`src/rtl/spi_pkg.sv`:
```
// Shared definitions for the parametrised SPI master: state encoding,
// SPI mode constants and a constant-foldable clog2.
package spi_pkg;

    localparam logic [2:0] S_IDLE  = 3'd0;
    localparam logic [2:0] S_SETUP = 3'd1;
    localparam logic [2:0] S_LEAD  = 3'd2;
    localparam logic [2:0] S_TRAIL = 3'd3;
    localparam logic [2:0] S_HOLD  = 3'd4;

    typedef enum logic [2:0] {
        ST_IDLE  = S_IDLE,
        ST_SETUP = S_SETUP,
        ST_LEAD  = S_LEAD,
        ST_TRAIL = S_TRAIL,
        ST_HOLD  = S_HOLD
    } spi_state_t;

    // Mode constants packed as {CPOL, CPHA}.
    localparam logic [1:0] SPI_MODE0 = 2'b00;
    localparam logic [1:0] SPI_MODE1 = 2'b01;
    localparam logic [1:0] SPI_MODE2 = 2'b10;
    localparam logic [1:0] SPI_MODE3 = 2'b11;

    function automatic int clog2(input int value);
        int result;
        result = 0;
        for (int v = value - 1; v > 0; v = v >> 1) begin
            result = result + 1;
        end
        return result;
    endfunction

endpackage

```
`src/rtl/spi_phase_timer.sv`:
```
// Half-period down-counter: restart loads HALF_PERIOD-1, phase_done is high
// on the last system clock of each SCLK half-period.
module spi_phase_timer
    import spi_pkg::*;
#(
    parameter int HALF_PERIOD = 1
) (
    input  logic clock,
    input  logic reset,
    input  logic i_restart,
    output logic o_phase_done
);

    localparam int CNT_W = clog2(HALF_PERIOD) + 1;
    localparam logic [CNT_W-1:0] RELOAD = CNT_W'(HALF_PERIOD - 1);

    logic [CNT_W-1:0] r_count;

    always_ff @(posedge clock) begin
        if (reset) begin
            r_count <= '0;
        end else if (i_restart) begin
            r_count <= RELOAD;
        end else if (r_count != '0) begin
            r_count <= r_count - CNT_W'(1);
        end
    end

    assign o_phase_done = (r_count == '0);

endmodule

```
`src/rtl/spi_master_param.sv`:
```
// Full-duplex SPI master with configurable width, divider, mode and chip
// selects. One word per request; MSB first on MOSI, first MISO bit lands in the MSB.
module spi_master_param
    import spi_pkg::*;
#(
    parameter int   DATA_WIDTH  = 8,
    parameter int   NUM_CS      = 1,
    parameter int   HALF_PERIOD = 1,
    parameter logic CPOL        = 1'b0,
    parameter logic CPHA        = 1'b0,
    parameter int   CS_SEL_W    = (clog2(NUM_CS) > 1) ? clog2(NUM_CS) : 1
) (
    input  logic                  clock,
    input  logic                  reset,
    input  logic                  i_tx_valid,
    output logic                  o_tx_ready,
    input  logic [DATA_WIDTH-1:0] i_tx_data,
    input  logic [CS_SEL_W-1:0]   i_cs_sel,
    output logic                  o_rx_valid,
    output logic [DATA_WIDTH-1:0] o_rx_data,
    output logic                  o_sclk,
    output logic                  o_mosi,
    input  logic                  i_miso,
    output logic [NUM_CS-1:0]     o_cs_n,
    output logic [2:0]            o_state
);

    localparam int BIT_W = clog2(DATA_WIDTH);
    localparam logic [BIT_W-1:0] LAST_IDX = BIT_W'(DATA_WIDTH - 1);

    // Handshake: a request is taken on any clock edge where i_tx_valid and
    // o_tx_ready are both high; data and select are sampled only then.
    // o_tx_ready stays low until the cycle o_rx_valid pulses.

    spi_state_t            r_state;
    logic                  r_tx_ready;
    logic                  r_rx_valid;
    logic [DATA_WIDTH-1:0] r_rx_data;
    logic                  r_sclk;
    logic                  r_mosi;
    logic [NUM_CS-1:0]     r_cs_n;
    logic [DATA_WIDTH-1:0] r_tx_shift;
    logic [DATA_WIDTH-1:0] r_rx_shift;
    logic [BIT_W-1:0]      r_bit_cnt;

    logic w_accept;
    logic w_phase_done;
    logic w_restart;

    function automatic logic [NUM_CS-1:0] cs_decode(input logic [CS_SEL_W-1:0] sel);
        logic [NUM_CS-1:0] v;
        v = '1;
        for (int i = 0; i < NUM_CS; i++) begin
            if (int'(sel) == i) begin
                v[i] = 1'b0;
            end
        end
        return v;
    endfunction

    assign w_accept  = i_tx_valid & r_tx_ready;
    assign w_restart = w_accept | ((r_state != ST_IDLE) & w_phase_done);

    spi_phase_timer #(
        .HALF_PERIOD (HALF_PERIOD)
    ) u_phase_timer (
        .clock        (clock),
        .reset        (reset),
        .i_restart    (w_restart),
        .o_phase_done (w_phase_done)
    );

    always_ff @(posedge clock) begin
        if (reset) begin
            r_state    <= ST_IDLE;
            r_tx_ready <= 1'b1;
            r_rx_valid <= 1'b0;
            r_rx_data  <= '0;
            r_sclk     <= CPOL;
            r_mosi     <= 1'b0;
            r_cs_n     <= '1;
            r_tx_shift <= '0;
            r_rx_shift <= '0;
            r_bit_cnt  <= '0;
        end else begin
            r_rx_valid <= 1'b0;
            case (r_state)
                ST_IDLE: begin
                    if (w_accept) begin
                        r_state    <= ST_SETUP;
                        r_tx_ready <= 1'b0;
                        r_cs_n     <= cs_decode(i_cs_sel);
                        r_bit_cnt  <= LAST_IDX;
                        r_rx_shift <= '0;
                        // CPHA=0 presents the MSB before the first edge.
                        if (CPHA) begin
                            r_mosi     <= 1'b0;
                            r_tx_shift <= i_tx_data;
                        end else begin
                            r_mosi     <= i_tx_data[DATA_WIDTH-1];
                            r_tx_shift <= i_tx_data << 1;
                        end
                    end
                end
                ST_SETUP: begin
                    if (w_phase_done) begin
                        r_state <= ST_LEAD;
                        r_sclk  <= ~CPOL;
                        if (CPHA) begin
                            r_mosi     <= r_tx_shift[DATA_WIDTH-1];
                            r_tx_shift <= r_tx_shift << 1;
                        end
                    end
                end
                ST_LEAD: begin
                    if (w_phase_done) begin
                        r_state <= ST_TRAIL;
                        r_sclk  <= CPOL;
                        if (!CPHA) begin
                            r_rx_shift <= {r_rx_shift[DATA_WIDTH-2:0], i_miso};
                            if (r_bit_cnt != '0) begin
                                r_mosi     <= r_tx_shift[DATA_WIDTH-1];
                                r_tx_shift <= r_tx_shift << 1;
                            end
                        end
                    end
                end
                ST_TRAIL: begin
                    if (w_phase_done) begin
                        if (CPHA) begin
                            r_rx_shift <= {r_rx_shift[DATA_WIDTH-2:0], i_miso};
                        end
                        if (r_bit_cnt == '0) begin
                            r_state <= ST_HOLD;
                        end else begin
                            r_bit_cnt <= r_bit_cnt - BIT_W'(1);
                            r_state   <= ST_LEAD;
                            r_sclk    <= ~CPOL;
                            if (CPHA) begin
                                r_mosi     <= r_tx_shift[DATA_WIDTH-1];
                                r_tx_shift <= r_tx_shift << 1;
                            end
                        end
                    end
                end
                ST_HOLD: begin
                    if (w_phase_done) begin
                        r_state    <= ST_IDLE;
                        r_tx_ready <= 1'b1;
                        r_rx_valid <= 1'b1;
                        r_rx_data  <= r_rx_shift;
                        r_cs_n     <= '1;
                        r_mosi     <= 1'b0;
                    end
                end
                default: begin
                    r_state <= ST_IDLE;
                end
            endcase
        end
    end

    assign o_tx_ready = r_tx_ready;
    assign o_rx_valid = r_rx_valid;
    assign o_rx_data  = r_rx_data;
    assign o_sclk     = r_sclk;
    assign o_mosi     = r_mosi;
    assign o_cs_n     = r_cs_n;
    assign o_state    = r_state;

endmodule

```
`config.mk`:
```
export PLATFORM = sky130hd
export DESIGN_NAME = spi_master_param
export DESIGN_NICKNAME = d
export VERILOG_FILES = /design/src/rtl/spi_pkg.sv /design/src/rtl/spi_phase_timer.sv /design/src/rtl/spi_master_param.sv
export SDC_FILE = /design/constraint.sdc
export NUM_CORES = 1
export LEC_CHECK = 0
export CORE_ASPECT_RATIO = 1.4
export CORE_MARGIN = 3
export CORE_UTILIZATION = 41
export CTS_BUF_LIST = sky130_fd_sc_hd__clkbuf_2
export CTS_CLUSTER_DIAMETER = 40
export DETAILED_ROUTE_END_ITERATION = 7
export PLACE_DENSITY = 0.68
export SLEW_MARGIN = 20
export SYNTH_ARGS = -nofsm -noshare
export SYNTH_HDL_FRONTEND = slang
export SYNTH_HIERARCHICAL = 1
export SYNTH_SLANG_ARGS = --single-unit
```
`constraint.sdc`:
```
create_clock -name clock -period 1.4 [get_ports clock]
set_clock_uncertainty 0.2 [all_clocks]
set_input_delay 0.21 -clock clock [delete_from_list [all_inputs] [get_ports clock]]
set_output_delay 0.21 -clock clock [all_outputs]
set_load 0.01 [all_outputs]
```
==> metrics.md, run 1 <==
| Metric | Value |
|---|---|
| Status | finished with violations |
| Failing checks | setup timing |
| CP Launch Type | flip-flop |
| CP required | 1.50 ns |
| Critical path endpoint category | flip-flop |
| Yosys Warn Count | 6 |
| Starting Density | 43.9% |
| Metal3 WL | 221 µm |
| First-pass GRT wire length | 7050 µm |
| Max Slew Vio Count | 0 |
| Nets | 257 |
| Die Wd | 59.5 µm |
| Crit path kind | reg -> reg |
| Lkg Pwr | 1.04 nW |
| CTS tree | yes |
| Max-capacitance violation count | 0 |
| Num ports | 29 |
| Gpl congestion | 0.844 |
| Layout cells sized above 1 | 49.8% |
| Syn Area/Cell | 9.61 µm² |
| Post-Synthesis Cells | 171 |
| M1 WL | 1630 µm |
| Gr ovfl total | 0 |
| Die area | 0.00482 mm² |
| DR pass1 iterations | 4 |
| TritonCTS Buffers | 5 |
| Cell row count | 26 |
| CTS root buf | clkbuf_2 |
| GRT Total Usage | 19.4% |
| Pwr Total | 3.25 mW |
| Final setup margin | -0.301 ns |
| Fmax | 588 MHz |
| Hold Path Class | in -> reg |
| Chip Height | 80.9 µm |
| Post-CTS Hold Buffers | 0 |
| Largest net degree at the start of global routing | 17 |
| P per Cell Area | 1310 mW/mm² |
| Drt total wl | 4330 µm |
| Antenna Nets Post-Route | 0 |
| Post-DP HPWL | 2990 µm |
| IO Port Bufs | 28 |
| Met2 routed WL | 2350 µm |
| Max Buffers Root-to-Sink | 2 |
| Via count | 1,547 |
| Total negative slack | -5.88 ns |
| Via density | 5.43 |
| Crit share post-route | 121% |
| RSZ-0062 raised after global routing | true |
| Fillers | 303 |
| Setup violators final | 35 |
| Worst path arrival time | 1.80 ns |
| VDD IR max | 0.923 mV |
| 1st-iter DRT viols | 73 |
| Diode count | 0 |
| Post-synth net total | 186 |
| Final Critical Period | 1.70 ns |
| DRC viols | 0 |
| Core area | 0.00374 mm² |
| Initial antenna violation count | 0 |
| Number of global-route vias before repair | 1,568 |
| Crit-path max FO | 4 |
| Clk sink count | 35 |
| Synthesized area | 0.00164 mm² |
| Clock transition at the registers of the reported paths | 0.20 ns |
| Fin. Hold Viols | 0 |
| Hold slack | 0.167 ns |
| Routed len/inst | 15.2 µm |
| # H-tree levels | 2 |
| Clk_lat worst skew | 0.39 ns |
| Synth-to-layout area growth | 50.8% |
| DR top layer | met4 |
layout by cell type (no fill, tap or decap), types with 3 or more instances in the layout:
cell	count
a22o_1	8
buf_4	34
nand3_1	8
nor2_4	3
nand2b_1	16
a21oi_1	15
nor3_1	3
buf_6	15
mux2i_1	7
clkdlybuf4s50_1	12
clkbuf_2	7
nand2_1	6
dfxtp_2	14
nand3b_1	3
nor2_1	3
o21a_1	7
buf_2	11
dfxtp_4	3
dfxtp_1	18
layer usage:
metal / vias to the layer above / track usage [%]
li1: 753 / -
met1: 744 / 18.5
met2: 38 / 37.6
met3: 12 / 4.29
met4: 0 / 9.09
met5: - / 0
state kept, by name, indices dropped and copies added (netlist names):
name,count
o_tx_ready,1
o_sclk,1
o_mosi,1
o_cs_n,1
r_tx_shift,7
o_rx_valid,1
o_state,3
r_rx_shift,8
r_bit_cnt,3
o_rx_data,8
u_phase_timer/r_count,1
power breakdown:
| group | leakage, nW | internal (mW) | switching (mW) |
|---|---|---|---|
| logic | 0.702 | 0.763 | 0.625 |
| clock network | 0.0436 | 0.312 | 0.377 |
| registers | 0.292 | 1.11 | 0.0602 |
| total | 1.04 | 2.19 | 1.06 |
cell type report:
cell class	instances	area [µm²]	area share, %
flip-flops and latches	35	729	29.4
clock buffers	5	25.0	1.01
well taps	42	52.6	2.12
inverters	4	15.0	0.606
repair buffers	75	629	25.4
multi-input cells	121	980	39.5
clock inverters	3	47.5	1.92
path summary, 6_finish.rpt:
kind            startpoint            end  slack [ns]  depth (start not counted)
max             o_state[1]  r_tx_shift[6]       -0.30                          6
min                 i_miso  r_rx_shift[0]        0.17                          3
max reg2reg     o_state[1]  r_tx_shift[6]       -0.30                          6
min reg2reg  r_tx_shift[4]  r_tx_shift[4]        0.27                          1
what timing repair did:
item / in CTS / in global routing
pin swaps: 14 / 5
resized for setup: 95 / 19
buffers inserted: 11 / 0
endpoints found under the setup margin: 47 / 42
hold endpoints to repair: 0 / 0
through the flow:
stage / cell area (µm²) / util, % / std cells / setup slack, ns
floorplan: 1710 / - / 171 / -0.164
global placement: 2250 / 60.1 / 268 / -0.282
detailed placement: 2250 / 60.1 / 268 / -0.397
CTS: 2470 / 66.1 / 286 / -0.285
global route: 2480 / 66.3 / 285 / -0.319
finish: 2480 / 66.3 / 285 / -0.301
critical path, stage by stage, from the launching register on:
cell and delay, ns:
dfxtp_4 0.39, buf_6 0.12, or3_4 0.42, o2bb2ai_4 0.17
buf_4 0.14, a21oi_1 0.07, o21a_1 0.10
(Power assumes the default switching activity.)
==> run 2, diff against run 1 <==
--- a/config.mk
+++ b/config.mk
@@ -6,7 +6,7 @@
 export NUM_CORES = 1
 export LEC_CHECK = 0
 export CORE_ASPECT_RATIO = 1.4
-export CORE_MARGIN = 3
+export CORE_MARGIN = 5
 export CORE_UTILIZATION = 41
 export CTS_BUF_LIST = sky130_fd_sc_hd__clkbuf_2
 export CTS_CLUSTER_DIAMETER = 40
==> run 2 against run 1 <==
The flow still finishes with violations (setup timing); routed wire length up 9.1%; critical path depth unchanged; count of clock-buffer cells in the layout unchanged; via count up 0.52%; combinational power up 14%; worst hold slack better by 0.037 ns; power down 1.3%; sequential power about the same; first-iteration DRC count unchanged; sequential share of layout area down 1.9 points; register-to-register slack better by 0.04 ns; global-route usage down 2.2 points; critical path type unchanged; highest routed layer unchanged.
==> metrics.md, run 2 (same netlist as run 1, synthesis figures left out) <==
| Metric | Value |
|---|---|
| Failing checks | setup timing |
| Critical-path cell list | buf_6 -> or3_4 -> o2bb2ai_4 -> buf_12 -> a21oi_1 -> o21a_1 |
| Final Critical Period | 1.66 ns (-0.0448 ns) |
| Clock transition at the registers of the reported paths | 0.16 ns (-0.04 ns) |
| CP required | 1.49 ns (about the same) |
| Critical path endpoint category | flip-flop |
| P per Cell Area | 1210 mW/mm² (-8.0%) |
| # H-tree levels | 2 (unchanged) |
| Worst path arrival time | 1.74 ns (-0.06 ns) |
| Antenna Nets Post-Route | 0 (unchanged) |
| GRT Total Usage | 17.2% (-2.2 points) |
| Gpl congestion | 0.826 (-2.2%) |
| IO Port Bufs | 28 (unchanged) |
| Final setup margin | -0.256 ns (+0.0448 ns) |
| Fillers | 300 (-0.99%) |
| DR pass1 iterations | 4 (unchanged) |
| CP peak stage delay | 0.40 ns (-0.02 ns) |
| Final Util | 67.8% (+1.6 points) |
| Num ports | 29 (unchanged) |
| Nets | 257 (unchanged) |
| Crit-path slowest cell | or3_4 |
| Initial antenna violation count | 0 (unchanged) |
| Hold slack | 0.204 ns (+0.0375 ns) |
| Final non-filler cell total | 285 (unchanged) |
| Worst hold stages | 3 (unchanged) |
| Crit share post-route | 118% (-3.2 points) |
| CTS root buf | clkbuf_2 |
| Clk sink count | 35 (unchanged) |
| TritonCTS Buffers | 5 (unchanged) |
| Die area | 0.00539 mm² (+12%) |
| Design Area, Final | 0.00266 mm² (+7.2%) |
| DRC viols | 0 (unchanged) |
| Most common cell after layout, fill and taps aside | buf_4 |
| Largest net degree at the start of global routing | 15 (-2) |
| Reg2Reg Depth | 6 (unchanged) |
| Via density | 5.46 (+0.52%) |
| Core area | 0.00392 mm² (+4.7%) |
| First-pass GRT wire length | 7380 µm (+4.6%) |
| Status | finished with violations |
| VDD IR max | 0.778 mV (-16%) |
| Gr ovfl total | 0 (unchanged) |
| Multi-input logic area | 0.00116 mm² (+18%) |
| Max-capacitance violation count | 0 (unchanged) |
| Fin. Hold Viols | 0 (unchanged) |
| Die Wd | 63.5 µm (+6.7%) |
| Crit-path max FO | 6 (+2) |
| Synth-to-layout area growth | 61.6% |
| Most frequent cells in the layout | buf_4 (32), dfxtp_1 (18), clkbuf_2 (16) |
| Diode count | 0 (unchanged) |
| Chip Height | 84.9 µm (+4.9%) |
| Starting Density | 42.0% (-2.0 points) |
| Post-CTS Hold Buffers | 0 (unchanged) |
| Max Slew Vio Count | 0 (unchanged) |
| Post-DP HPWL | 2990 µm (about the same) |
| Via count | 1,555 (+0.52%) |
| RSZ-0062 raised after global routing | true |
| Number of global-route vias before repair | 1,608 (+2.6%) |
| Cell row count | 27 (+3.8%) |
| 1st-iter DRT viols | 73 (unchanged) |
| CP top delay family | simple AND/OR/NAND/NOR gates |
| Dpl cells | 263 (-1.9%) |
| Drt total wl | 4720 µm (+9.1%) |
| CTS tree | yes |
| Routed len/inst | 16.6 µm (+9.1%) |
| FF/Latch Area | 732 µm² (+0.34%) |
| Crit path kind | reg -> reg |
| Crit path buffers/inverters | 2 (unchanged) |
| WP depth | 6 (unchanged) |
| Setup violators final | 36 (+2.9%) |
| Lkg Pwr | 1.06 nW (+2.5%) |
| Max Buffers Root-to-Sink | 2 (unchanged) |
| Fmax | 604 MHz (+2.7%) |
| CP Launch Type | flip-flop |
| Hold Path Class | in -> reg |
| Layout cells sized above 1 | 61.2% (+11 points) |
| Area after DPL | 0.00222 mm² (-1.4%) |
| Clk_lat worst skew | 0.37 ns (-0.02 ns) |
[run 2: cell type report]
cell class                 instances  share of cell area (%)
clock buffer                       5                   0.942
clock inverter                     2                   0.330
sequential                        35                    27.5
inverter                           4                   0.659
multi-input combinational        121                    43.6
tap                               43                    2.02
timing repair buffer              75                    24.9
[run 2: metal layers]
layer,up-vias,track usage [%],wire length (µm)
met4,0,7.75,94
met3,9,4.64,197
met1,754,16.3,1800
met5,-,0,0
li1,756,-,-
met2,36,33.3,2630
[run 2: power breakdown]
part           switching (mW)  total (mW)  internal (mW)
logic                   0.712        1.59          0.875
clock network           0.323       0.429          0.106
registers              0.0768        1.19           1.11
total                    1.11        3.21           2.10
[run 2: metrics by stage]
step	power (mW)	TNS (ns)	setup slack [ns]
2_1_floorplan	1.88	-1.42	-0.164
3_3_place_gp	2.27	-8.76	-0.377
3_5_place_dp	2.31	-9.39	-0.410
4_1_cts	3.13	-6.45	-0.284
5_1_grt	3.38	-7.71	-0.302
6_report	3.21	-6.37	-0.256
[run 2: repair_timing]
item,in CTS,in global routing
gates resized for setup,104,40
setup buffers,13,3
pin swaps,27,11
gates cloned,1,0
endpoints found under the setup margin,48,49
[run 2: worst reg2reg max path: stages (launching register included)]
cell and delay (ns):
dfxtp_4 0.38, buf_6 0.13, or3_4 0.40, o2bb2ai_4 0.17, buf_12 0.14, a21oi_1 0.06, o21a_1 0.10
[run 2: worst paths after layout]
kind | startpoint | to | slack [ns]
min reg2reg | r_tx_shift[4] | r_tx_shift[4] | 0.28
max | o_state[0] | r_tx_shift[2] | -0.26
min | i_tx_data[0] | r_tx_shift[1] | 0.20
max reg2reg | o_state[0] | r_tx_shift[2] | -0.26
